`config.mk`:
```
export PLATFORM = sky130hd
export DESIGN_NAME = instr_mem_loadable
export DESIGN_NICKNAME = d
export VERILOG_FILES = /design/src/rtl/instr_mem_loadable.sv
export SDC_FILE = /design/constraint.sdc
export NUM_CORES = 1
export LEC_CHECK = 0
export BUFFER_PORTS_ARGS = -buffer_cell sky130_fd_sc_hd__buf_2
export CAP_MARGIN = 20
export CELL_PAD_IN_SITES_DETAIL_PLACEMENT = 0
export CELL_PAD_IN_SITES_GLOBAL_PLACEMENT = 1
export CORE_UTILIZATION = 30
export CTS_CLUSTER_SIZE = 12
export DETAILED_ROUTE_END_ITERATION = 6
export PLACE_DENSITY = 0.56
export SYNTH_ARGS = -nofsm -noshare
export SYNTH_HDL_FRONTEND = slang
export SYNTH_SLANG_ARGS = --single-unit
```
`constraint.sdc`:
```
create_clock -name clk -period 3.21 [get_ports clk]
set_input_delay 0.1605 -clock clk [delete_from_list [all_inputs] [get_ports clk]]
set_output_delay 0.1605 -clock clk [all_outputs]
set_load 0.02 [all_outputs]
```
`src/rtl/instr_mem_loadable.sv`:
```
// Loadable instruction store: byte-serial program loader plus a registered fetch port.
// Words not written since the last load start or reset read back as zero (NOP).
module instr_mem_loadable #(
  parameter int unsigned DATA_W = 32,
  parameter int unsigned ADDR_W = 5,
  parameter int unsigned DEPTH  = 32
) (
  input  logic                clk,
  input  logic                rst,
  input  logic                ld_start,
  input  logic                ld_done,
  input  logic                ld_valid,
  input  logic [7:0]          ld_byte,
  output logic                ld_ready,
  output logic                loading,
  output logic [ADDR_W:0]     ld_words,
  output logic                ld_partial,
  input  logic                fetch_req,
  input  logic [ADDR_W-1:0]   fetch_addr,
  output logic [DATA_W-1:0]   instr,
  output logic                instr_valid,
  output logic                addr_err
);

  localparam int unsigned BYTES = DATA_W / 8;
  localparam int unsigned CNT_W = (BYTES > 1) ? $clog2(BYTES) : 1;
  localparam int unsigned IDX_W = (DEPTH > 1) ? $clog2(DEPTH) : 1;
  localparam int unsigned WC_W  = ADDR_W + 1;

  typedef enum logic {
    RUN  = 1'b0,
    LOAD = 1'b1
  } state_t;

  state_t              r_state;
  logic [CNT_W-1:0]    r_cnt;
  logic [DATA_W-1:0]   r_asm;
  logic [WC_W-1:0]     r_ld_words;
  logic                r_ld_partial;
  logic [DEPTH-1:0]    r_bitmap;
  logic [DATA_W-1:0]   r_mem [DEPTH];
  logic [DATA_W-1:0]   r_instr;
  logic                r_instr_valid;
  logic                r_addr_err;

  state_t              w_state_nxt;
  logic [CNT_W-1:0]    w_cnt_nxt;
  logic [DATA_W-1:0]   w_asm_nxt;
  logic                w_word_done;
  logic                w_partial_set;
  logic [IDX_W-1:0]    w_wr_idx;
  logic [IDX_W-1:0]    w_rd_idx;
  logic                w_in_range;

  assign w_wr_idx   = IDX_W'(r_ld_words);
  assign w_rd_idx   = IDX_W'(fetch_addr);
  assign w_in_range = ({1'b0, fetch_addr} < WC_W'(DEPTH));

  // Next-state and loader control; ld_start overrides everything, auto-exit on the last word
  always_comb begin
    w_state_nxt   = r_state;
    w_cnt_nxt     = r_cnt;
    w_asm_nxt     = r_asm;
    w_word_done   = 1'b0;
    w_partial_set = 1'b0;
    if (ld_start) begin
      w_state_nxt = LOAD;
      w_cnt_nxt   = '0;
    end else if (r_state == LOAD) begin
      if (ld_valid) begin
        w_asm_nxt = (r_asm << 8) | DATA_W'(ld_byte);
        if (r_cnt == CNT_W'(BYTES - 1)) begin
          w_word_done = 1'b1;
          w_cnt_nxt   = '0;
        end else begin
          w_cnt_nxt = CNT_W'(r_cnt + 1'b1);
        end
      end
      if (w_word_done && (r_ld_words == WC_W'(DEPTH - 1))) begin
        w_state_nxt = RUN;
      end else if (ld_done) begin
        w_state_nxt   = RUN;
        w_partial_set = (w_cnt_nxt != '0);
      end
    end
  end

  // State, byte assembly, word count and written-bitmap registers
  always_ff @(posedge clk) begin
    if (rst) begin
      r_state      <= RUN;
      r_cnt        <= '0;
      r_asm        <= '0;
      r_ld_words   <= '0;
      r_ld_partial <= 1'b0;
      r_bitmap     <= '0;
    end else begin
      r_state <= w_state_nxt;
      r_cnt   <= w_cnt_nxt;
      r_asm   <= w_asm_nxt;
      if (ld_start) begin
        r_ld_words   <= '0;
        r_ld_partial <= 1'b0;
        r_bitmap     <= '0;
      end else begin
        if (w_word_done) begin
          r_ld_words         <= WC_W'(r_ld_words + 1'b1);
          r_bitmap[w_wr_idx] <= 1'b1;
        end
        if (w_partial_set) begin
          r_ld_partial <= 1'b1;
        end
      end
    end
  end

  // Instruction array write; contents survive reset, validity lives in the bitmap
  always_ff @(posedge clk) begin
    if (w_word_done && !rst) begin
      r_mem[w_wr_idx] <= w_asm_nxt;
    end
  end

  // Registered fetch port, only serviced in RUN
  always_ff @(posedge clk) begin
    if (rst) begin
      r_instr       <= '0;
      r_instr_valid <= 1'b0;
      r_addr_err    <= 1'b0;
    end else if ((r_state == RUN) && fetch_req) begin
      r_instr_valid <= 1'b1;
      if (w_in_range) begin
        r_instr    <= r_bitmap[w_rd_idx] ? r_mem[w_rd_idx] : '0;
        r_addr_err <= 1'b0;
      end else begin
        r_instr    <= '0;
        r_addr_err <= 1'b1;
      end
    end else begin
      r_instr_valid <= 1'b0;
      r_addr_err    <= 1'b0;
    end
  end

  assign ld_ready    = (r_state == LOAD);
  assign loading     = (r_state == LOAD);
  assign ld_words    = r_ld_words;
  assign ld_partial  = r_ld_partial;
  assign instr       = r_instr;
  assign instr_valid = r_instr_valid;
  assign addr_err    = r_addr_err;

endmodule

```
==> results of run 1 <==
==> repair_timing <==
| action | CTS | global route |
|---|---|---|
| hold buffers | 8 | 0 |
| setup buffers | 0 | 0 |
| endpoints found under the hold margin | 12 | 0 |
==> per-stage QoR <==
step,hold WS [ns],setup WS (ns),setup TNS (ns)
2_1_floorplan,0.248,-0.237,-179.65
3_3_place_gp,0.427,0.468,0
3_5_place_dp,0.428,0.408,0
4_1_cts,0.212,0.392,0
5_1_grt,0.267,0.197,0
6_report,0.252,0.385,0
==> sequential cells by signal (all words and copies together) (netlist names) <==
signal       cells
instr           32
instr_valid      1
ld_partial       1
ld_ready         1
ld_words         6
r_asm           32
r_bitmap        32
r_cnt            2
r_mem         1024
==> cells in the mapped netlist (2+ instances only) <==
| cell | instances | area (µm²) |
|---|---|---|
| buf_12 | 6 | 120 |
| buf_6 | 21 | 236 |
| mux4_1 | 2 | 52.6 |
| nand2b_1 | 4 | 25.0 |
| nor2b_1 | 37 | 231 |
| and3_1 | 2 | 12.5 |
| clkbuf_1 | 90 | 338 |
| nand3b_1 | 2 | 15.0 |
| buf_4 | 17 | 128 |
| a31oi_1 | 34 | 213 |
| dfxtp_1 | 107 | 2140 |
| nor3_1 | 3 | 15.0 |
| nand4_1 | 4 | 25.0 |
| xnor2_1 | 2 | 17.5 |
| a22oi_1 | 96 | 721 |
| or3_1 | 2 | 12.5 |
| or3b_2 | 2 | 17.5 |
| mux4_2 | 101 | 2270 |
| nor3b_1 | 3 | 22.5 |
| nand3_1 | 4 | 20.0 |
| o21ai_0 | 5 | 25.0 |
| and3b_1 | 2 | 17.5 |
| buf_8 | 2 | 30.0 |
| a32o_1 | 32 | 320 |
| nor2_1 | 78 | 293 |
| buf_1 | 7 | 26.3 |
| buf_2 | 14 | 70.1 |
| nand2_1 | 41 | 154 |
| or2_2 | 2 | 12.5 |
| o211ai_1 | 32 | 240 |
| and2_1 | 5 | 31.3 |
| a221oi_1 | 64 | 561 |
| edfxtp_1 | 1024 | 30700 |
| ha_1 | 5 | 62.6 |
| mux2i_1 | 324 | 3240 |
| mux2_2 | 32 | 360 |
| xor2_1 | 4 | 35.0 |
| inv_1 | 6 | 22.5 |
| o21ai_1 | 92 | 460 |
| a21oi_1 | 34 | 170 |
==> cells by family (layout without fill, tap and decap cells) <==
family	Yosys count	in the layout	synth area share, %
compound gates	392	392	6.28
xor+xnor	6	6	0.121
fa+ha+maj	5	5	0.144
buf+inv	164	402	2.24
flops	1131	1131	75.5
mux	459	459	13.6
other cells	1	1	0.00861
simple gates	191	191	2.08
==> cell usage in the layout, fill, tap and decap left out, types with 3 or more instances in the layout <==
master and n:
buf_4 83, nand3_1 4, nor2_1 45, buf_12 37
mux4_2 101, inv_6 3, clkbuf_1 40, clkinv_1 22
a31oi_1 34, a32o_1 32, nand4_1 4, o21ai_0 5
clkbuf_8 12, nand2b_1 4, o211ai_1 32, mux2_2 32
inv_1 5, ha_1 5, a221oi_1 64, nor2b_1 35
mux2i_1 324, clkbuf_16 118, clkinv_2 12, a22oi_1 96
edfxtp_1 1024, o21ai_1 92, dlygate4sd3_1 8, xor2_1 4
buf_2 56, nand2_1 40, nor3b_1 3, and2_1 4
dfxtp_1 107, nor3_1 3, a21oi_1 33, nor2_4 33
==> layout make-up <==
class | count | area, µm²
inverters | 6 | 22.5
clock inverters | 41 | 262
flip-flops and latches | 1131 | 32900
multi-input cells | 1054 | 9970
clock buffers | 170 | 3270
well taps | 1903 | 2380
repair buffers | 185 | 1740
fillers | 13400 | 93300
==> power by group <==
| group | internal (mW) | leakage [nW] | switching [mW] | total (mW) |
|---|---|---|---|---|
| registers | 15.9 | 10.1 | 0.0171 | 15.9 |
| clock network | 7.15 | 1.72 | 5.42 | 12.6 |
| logic | 0.383 | 4.60 | 0.696 | 1.08 |
==> worst paths after layout <==
kind | start | end | slack [ns] | cells after the start
setup / recovery | ld_ready | r_mem[20][8] | 0.39 | 8
hold / removal | ld_byte[5] | r_asm[5] | 0.25 | 4
setup reg to reg | ld_ready | r_mem[20][8] | 0.39 | 8
hold reg to reg | instr[31] | instr[31] | 0.45 | 2
==> worst min-delay path: stages <==
cell     delay [ns]
buf_2          0.08
mux2_2         0.13
buf_4          0.36
nor2b_1        0.18
==> routing by layer <==
layer	vias up	part of all wire [%]	GRT usage, %
li1	9845	-	-
met1	11800	44	21.4
met2	632	48	25.7
met3	120	5.6	2.51
met4	0	1.8	4.03
met5	-	0	0
==> results.txt, run 1 <==
----------------------------------------------------
[Outcome]
  Result of the run ... finished, violations left
  Violations in the final reports ... design-rule violations

[Critical path]
  Data required time at the worst endpoint ... 3.57 ns
  Cell with the largest stage delay on the worst path ... dfxtp_1
  Highest fanout seen on the critical path ... 23
  Nature of the critical path startpoint ... flip-flop
  Count of buffering cells on the critical path with inverters included ... 3
  Type of the worst setup path ... flip-flop to flip-flop
  Top cell by count, worst path ... buf_4
  Chain of cells forming the critical path ... nor2b_1 -> and3_1 -> buf_4 -> and2_1 -> nand2b_1 -> buf_4 -> nor2_4 -> buf_4
  Data arrival time of the critical path ... between 3 and 4 ns
  Delay of the slowest critical-path stage ... 0.46 ns
  Type of element capturing the critical path ... flip-flop
  Cell family with most CP delay ... simple AND/OR/NAND/NOR gates

[Finish]
  Signed area change from the synthesized netlist to the final layout ... 16.0%
  Final-stage net count ... 2517
  Final Core Density ... a little over a third
  Final cell count without fillers ... 4490
  Diode count ... 0
  Share of post-route cells with drive strength above 1 ... around 19%
  Final non-filler cell area ... about 51000 µm²

[Synthesis]
  Area of the mapped netlist ... roughly 44000 µm²
  Syn Nets ... roughly 2400
  Number of register bits inferred by synthesis ... 1131
  Commonest register cell after synthesis ... edfxtp_1
  Sequential fraction of the synthesis area ... 75.5%
  Count of flip-flops with a built-in enable after synthesis ... 1024
  Cell variety after synth ... 45
  Synthesized netlist cell count ... 2349
  Mean cell area of the mapped netlist ... 18.5 µm²
  Async set-reset flop share out of synthesis ... 0%
  Yosys warns ... 0

[Floorplanning]
  Height of the die ... between 300 and 400 µm
  Horizontal die dimension ... about 380 µm
  I/O pin total ... 62
  Number of standard-cell rows in the floorplan ... 139
  Starting Density ... a little under a third
  Area of the core ... 144000 µm²
  Area of the die ... about 150000 µm²

[Timing]
  Hold violation total from the final report ... 0
  Final critical delay including setup and external delays ... around 2.8 ns
  Share of the clock period used by the worst path after layout ... between 80% and 90%
  Clock skew after layout ... 0.0167 ns
  Fmax ... 354 MHz
  Number of endpoints failing setup at the final stage ... 0
  Worst slew pin tran ... roughly 1.1 ns
  Unrepaired setup endpoints after global routing ... no
  Max-slew violations ... 0
  Worst max-slew margin expressed relative to the limit ... roughly a quarter

[Drt]
  Vias per cell ... 4.98
  Vias ... ~22000
  DRC violation total after the first TritonRoute iteration ... 2265
  Number of design rule violations left after detail routing ... 5
  DRT antenna net count ... 0
  Detailed Routing Iterations Pass 1 ... 7
  Routed len/inst ... 25.6 µm
  Total Wirelength ... approximately 110000 µm

[Clock tree]
  Maximum level of the CTS H-tree ... 3
  CTS tree ... yes
  Buffer cell driving the clock tree root ... clkbuf_16
  CTS Buffer Depth ... 3
  Post-CTS sizing ... 0
  Number of clock buffers inserted by TritonCTS ... roughly 120
  Clock transition at path regs ... around 0.06 ns
  Clock Sinks ... 1131
  Clock insertion delay at the later pin of the skew report ... between 0.7 and 0.8 ns

[Global routing]
  Overflow after GRT ... 0
  Via count of the first global-routing pass ... 23300
  Initial antenna violation count ... 7
  First-pass GRT wire length ... 166000 µm
  GRT Total Usage ... 15.6%
  Largest net degree at the start of global routing ... slightly above 80

[Placed design]
  DP Area ... roughly 47000 µm²
  Routability cong. ... 0.762
  Inst Count DP ... roughly 4300
  Count of port buffers added during placement ... 60
  Half-perimeter wire length of the detailed placement result ... 67800 µm

[Power and ir drop]
  Power per unit of standard cell area ... between 500 and 600 nW/µm²
  Peak supply drop ... around 0.48 mV
  Leak ... between 15 and 20 nW
  Overall power consumption ... around 30 mW

[Run]
  MaxCap Viol Count ... 0

[Worst hold path]
  Hold WC Path Type ... input port to flip-flop

----------------------------------------------------
Note: power is estimated with default switching activity, not from simulation.
==> run 2: changes to the inputs <==
--- a/config.mk
+++ b/config.mk
@@ -13,6 +13,7 @@
 export CTS_CLUSTER_SIZE = 12
 export DETAILED_ROUTE_END_ITERATION = 6
 export PLACE_DENSITY = 0.56
+export RECOVER_POWER = 50
 export SYNTH_ARGS = -nofsm -noshare
 export SYNTH_HDL_FRONTEND = slang
 export SYNTH_SLANG_ARGS = --single-unit
==> results.txt, run 2 (synthesized netlist as in run 1, its figures left out) <==
----------------------------------------------------
[Drt]
  Number of design rule violations left after detail routing ... 5 (unchanged)
  Total Wirelength ... 115000 µm (about the same)
  DRC violation total after the first TritonRoute iteration ... 2238 (-1.2%)
  Routed len/inst ... 25.6 µm (about the same)
  DRT antenna net count ... 0 (unchanged)
  Vias per cell ... 4.97 (-0.13%)
  Detailed Routing Iterations Pass 1 ... 7 (unchanged)
  Vias ... 22300 (-0.13%)

[Placed design]
  Setup WS pre-CTS ... 0.408 ns (unchanged)
  Routability cong. ... 0.762 (unchanged)
  Count of port buffers added during placement ... 60 (unchanged)
  DP Area ... 46900 µm² (unchanged)
  Half-perimeter wire length of the detailed placement result ... 67800 µm (unchanged)

[Finish]
  Share of post-route cells with drive strength above 1 ... 17.4% (-2.0 points)
  Signed area change from the synthesized netlist to the final layout ... 15.7%
  Largest register FFs ... 1024 (unchanged)
  Commonest cells after routing, fill and taps aside ... edfxtp_1 (1024), mux2i_1 (324), clkbuf_16 (118), dfxtp_1 (107), mux4_2 (101)
  Final non-filler cell area ... 50400 µm² (-0.26%)
  Most common cell after layout, fill and taps aside ... edfxtp_1
  Diode count ... 0 (unchanged)
  Register with the most flip-flops ... r_mem
  Final-stage net count ... 2517 (unchanged)
  Number of filler cells placed in the layout ... 13400 (+0.26%)

[Clock tree]
  Clock transition at path regs ... 0.06 ns (about the same)
  Clock Sinks ... 1131 (unchanged)
  Clock insertion delay at the later pin of the skew report ... 0.71 ns (about the same)
  Buffer cell driving the clock tree root ... clkbuf_16
  Number of clock buffers inserted by TritonCTS ... 115 (unchanged)
  Maximum level of the CTS H-tree ... 3 (unchanged)
  CTS tree ... yes
  Buffers inserted by post-CTS timing repair ... 0 (unchanged)
  CTS Buffer Depth ... 3 (unchanged)

[Power and ir drop]
  Leak ... 16.2 nW (-1.1%)
  Overall power consumption ... 29.6 mW (about the same)
  Peak supply drop ... 0.483 mV (-0.13%)
  Power per unit of standard cell area ... 587 nW/µm² (+0.28%)

[Global routing]
  First-pass GRT wire length ... 166000 µm (unchanged)
  Initial antenna violation count ... 7 (unchanged)
  Overflow after GRT ... 0 (unchanged)
  Via count of the first global-routing pass ... 23300 (unchanged)
  GRT Total Usage ... 15.6% (unchanged)
  Largest net degree at the start of global routing ... 83 (unchanged)

[Timing]
  Post-route setup slack ... 0.256 ns (-0.129 ns)
  Share of the clock period used by the worst path after layout ... 92.0% (+4.0 points)
  Post-Route Hold Slack ... 0.267 ns (+0.0147 ns)
  Fmax ... 339 MHz (-4.4%)
  Worst slew pin tran ... 2.00 ns (+0.908 ns)
  Final critical delay including setup and external delays ... 2.95 ns (+0.129 ns)
  Number of endpoints failing setup at the final stage ... 0 (unchanged)
  Worst max-slew margin expressed relative to the limit ... -33.6% (-60 points)
  Max-slew violations ... 38 (+38)
  Hold violation total from the final report ... 0 (unchanged)
  Clock skew after layout ... 0.0175 ns (+0.000825 ns)
  Unrepaired setup endpoints after global routing ... no

[Critical path]
  Data arrival time of the critical path ... 3.30 ns (+0.12 ns)
  Type of the worst setup path ... flip-flop to flip-flop
  Nature of the critical path startpoint ... flip-flop
  Data required time at the worst endpoint ... 3.55 ns (-0.02 ns)
  Type of element capturing the critical path ... flip-flop
  Reg-to-reg startpoint ... ld_ready
  Highest fanout seen on the critical path ... 33 (+43%)
  R2R depth ... 4 (-4)
  Flop-to-flop setup slack ... 0.26 ns (-0.13 ns)
  Worst flop-to-flop path endpoint ... r_mem[14][15]

[Floorplanning]
  Area of the die ... 147000 µm² (unchanged)
  Area of the core ... 144000 µm² (unchanged)
  I/O pin total ... 62 (unchanged)
  Starting Density ... 30.3% (unchanged)
  Number of standard-cell rows in the floorplan ... 139 (unchanged)
  Horizontal die dimension ... 383 µm (unchanged)
  Height of the die ... 383 µm (unchanged)

[Worst hold path]
  Hold WC Path Type ... input port to flip-flop
  Hold EP ... instr[15]
  Worst hold stages ... 3 (-1)
  Beginning of the worst hold path ... fetch_addr[4]

[Outcome]
  Result of the run ... finished, violations left
  Violations in the final reports ... design-rule violations, max-capacitance violations, max-slew violations

[Run]
  MaxCap Viol Count ... 1 (+1)

----------------------------------------------------
run 2: critical path: stages (launching register included):
cell	delay, ns
dfxtp_1	0.47
nor2b_1	0.33
nand2_2	0.07
clkbuf_2	0.55
mux2_1	1.14
run 2: how the worst max path moves through the flow:
stage	startpoint	endpoint	slack [ns]
after detailed placement	ld_ready	r_mem[13][8]	0.41
after global routing	rst	instr[23]	0.10
final	ld_ready	r_mem[14][15]	0.26
after floorplan	ld_ready	r_mem[30][0]	-0.24
after global placement	ld_ready	r_mem[13][10]	0.47
after CTS	ld_ready	r_mem[28][6]	0.39
run 2: what timing repair did:
item | CTS | global route
resized for setup | 0 | 0
endpoints found under the setup margin | 0 | 0
endpoints found under the hold margin | 12 | 0
hold buffers | 8 | 0
run 2: cell type report:
cell class / count / area, µm² / area share (%)
Inverter: 6 / 22.5 / 0.0447
Timing Repair Buffer: 185 / 1640 / 3.24
Tap cell: 1903 / 2380 / 4.72
Clock buffer: 170 / 3270 / 6.48
Clock inverter: 41 / 262 / 0.519
Sequential cell: 1131 / 32900 / 65.3
Multi-Input combinational cell: 1054 / 9940 / 19.7
run 2: metrics by stage:
step                instances  setup TNS (ns)  util, %
CTS                      4490               0     35.1
finish                   4490               0     35.0
global placement         4271               0     32.6
global route             4490               0     35.0
detailed placement       4271               0     32.6
floorplan                2349         -179.65        -
run 2: metal layers:
| layer | global-route usage, % | vias to the layer above | share of wire, % |
|---|---|---|---|
| met5 | 0 | - | 0 |
| met2 | 25.7 | 586 | 48 |
| met1 | 21.4 | 11800 | 45 |
| met3 | 2.51 | 119 | 5.0 |
| met4 | 4.03 | 0 | 1.8 |
| li1 | - | 9850 | - |
run 2: report_power, final:
group          switching [mW]  internal [mW]
clock network            5.43           7.15
logic                   0.695          0.375
registers              0.0176           15.9
total                    6.15           23.4
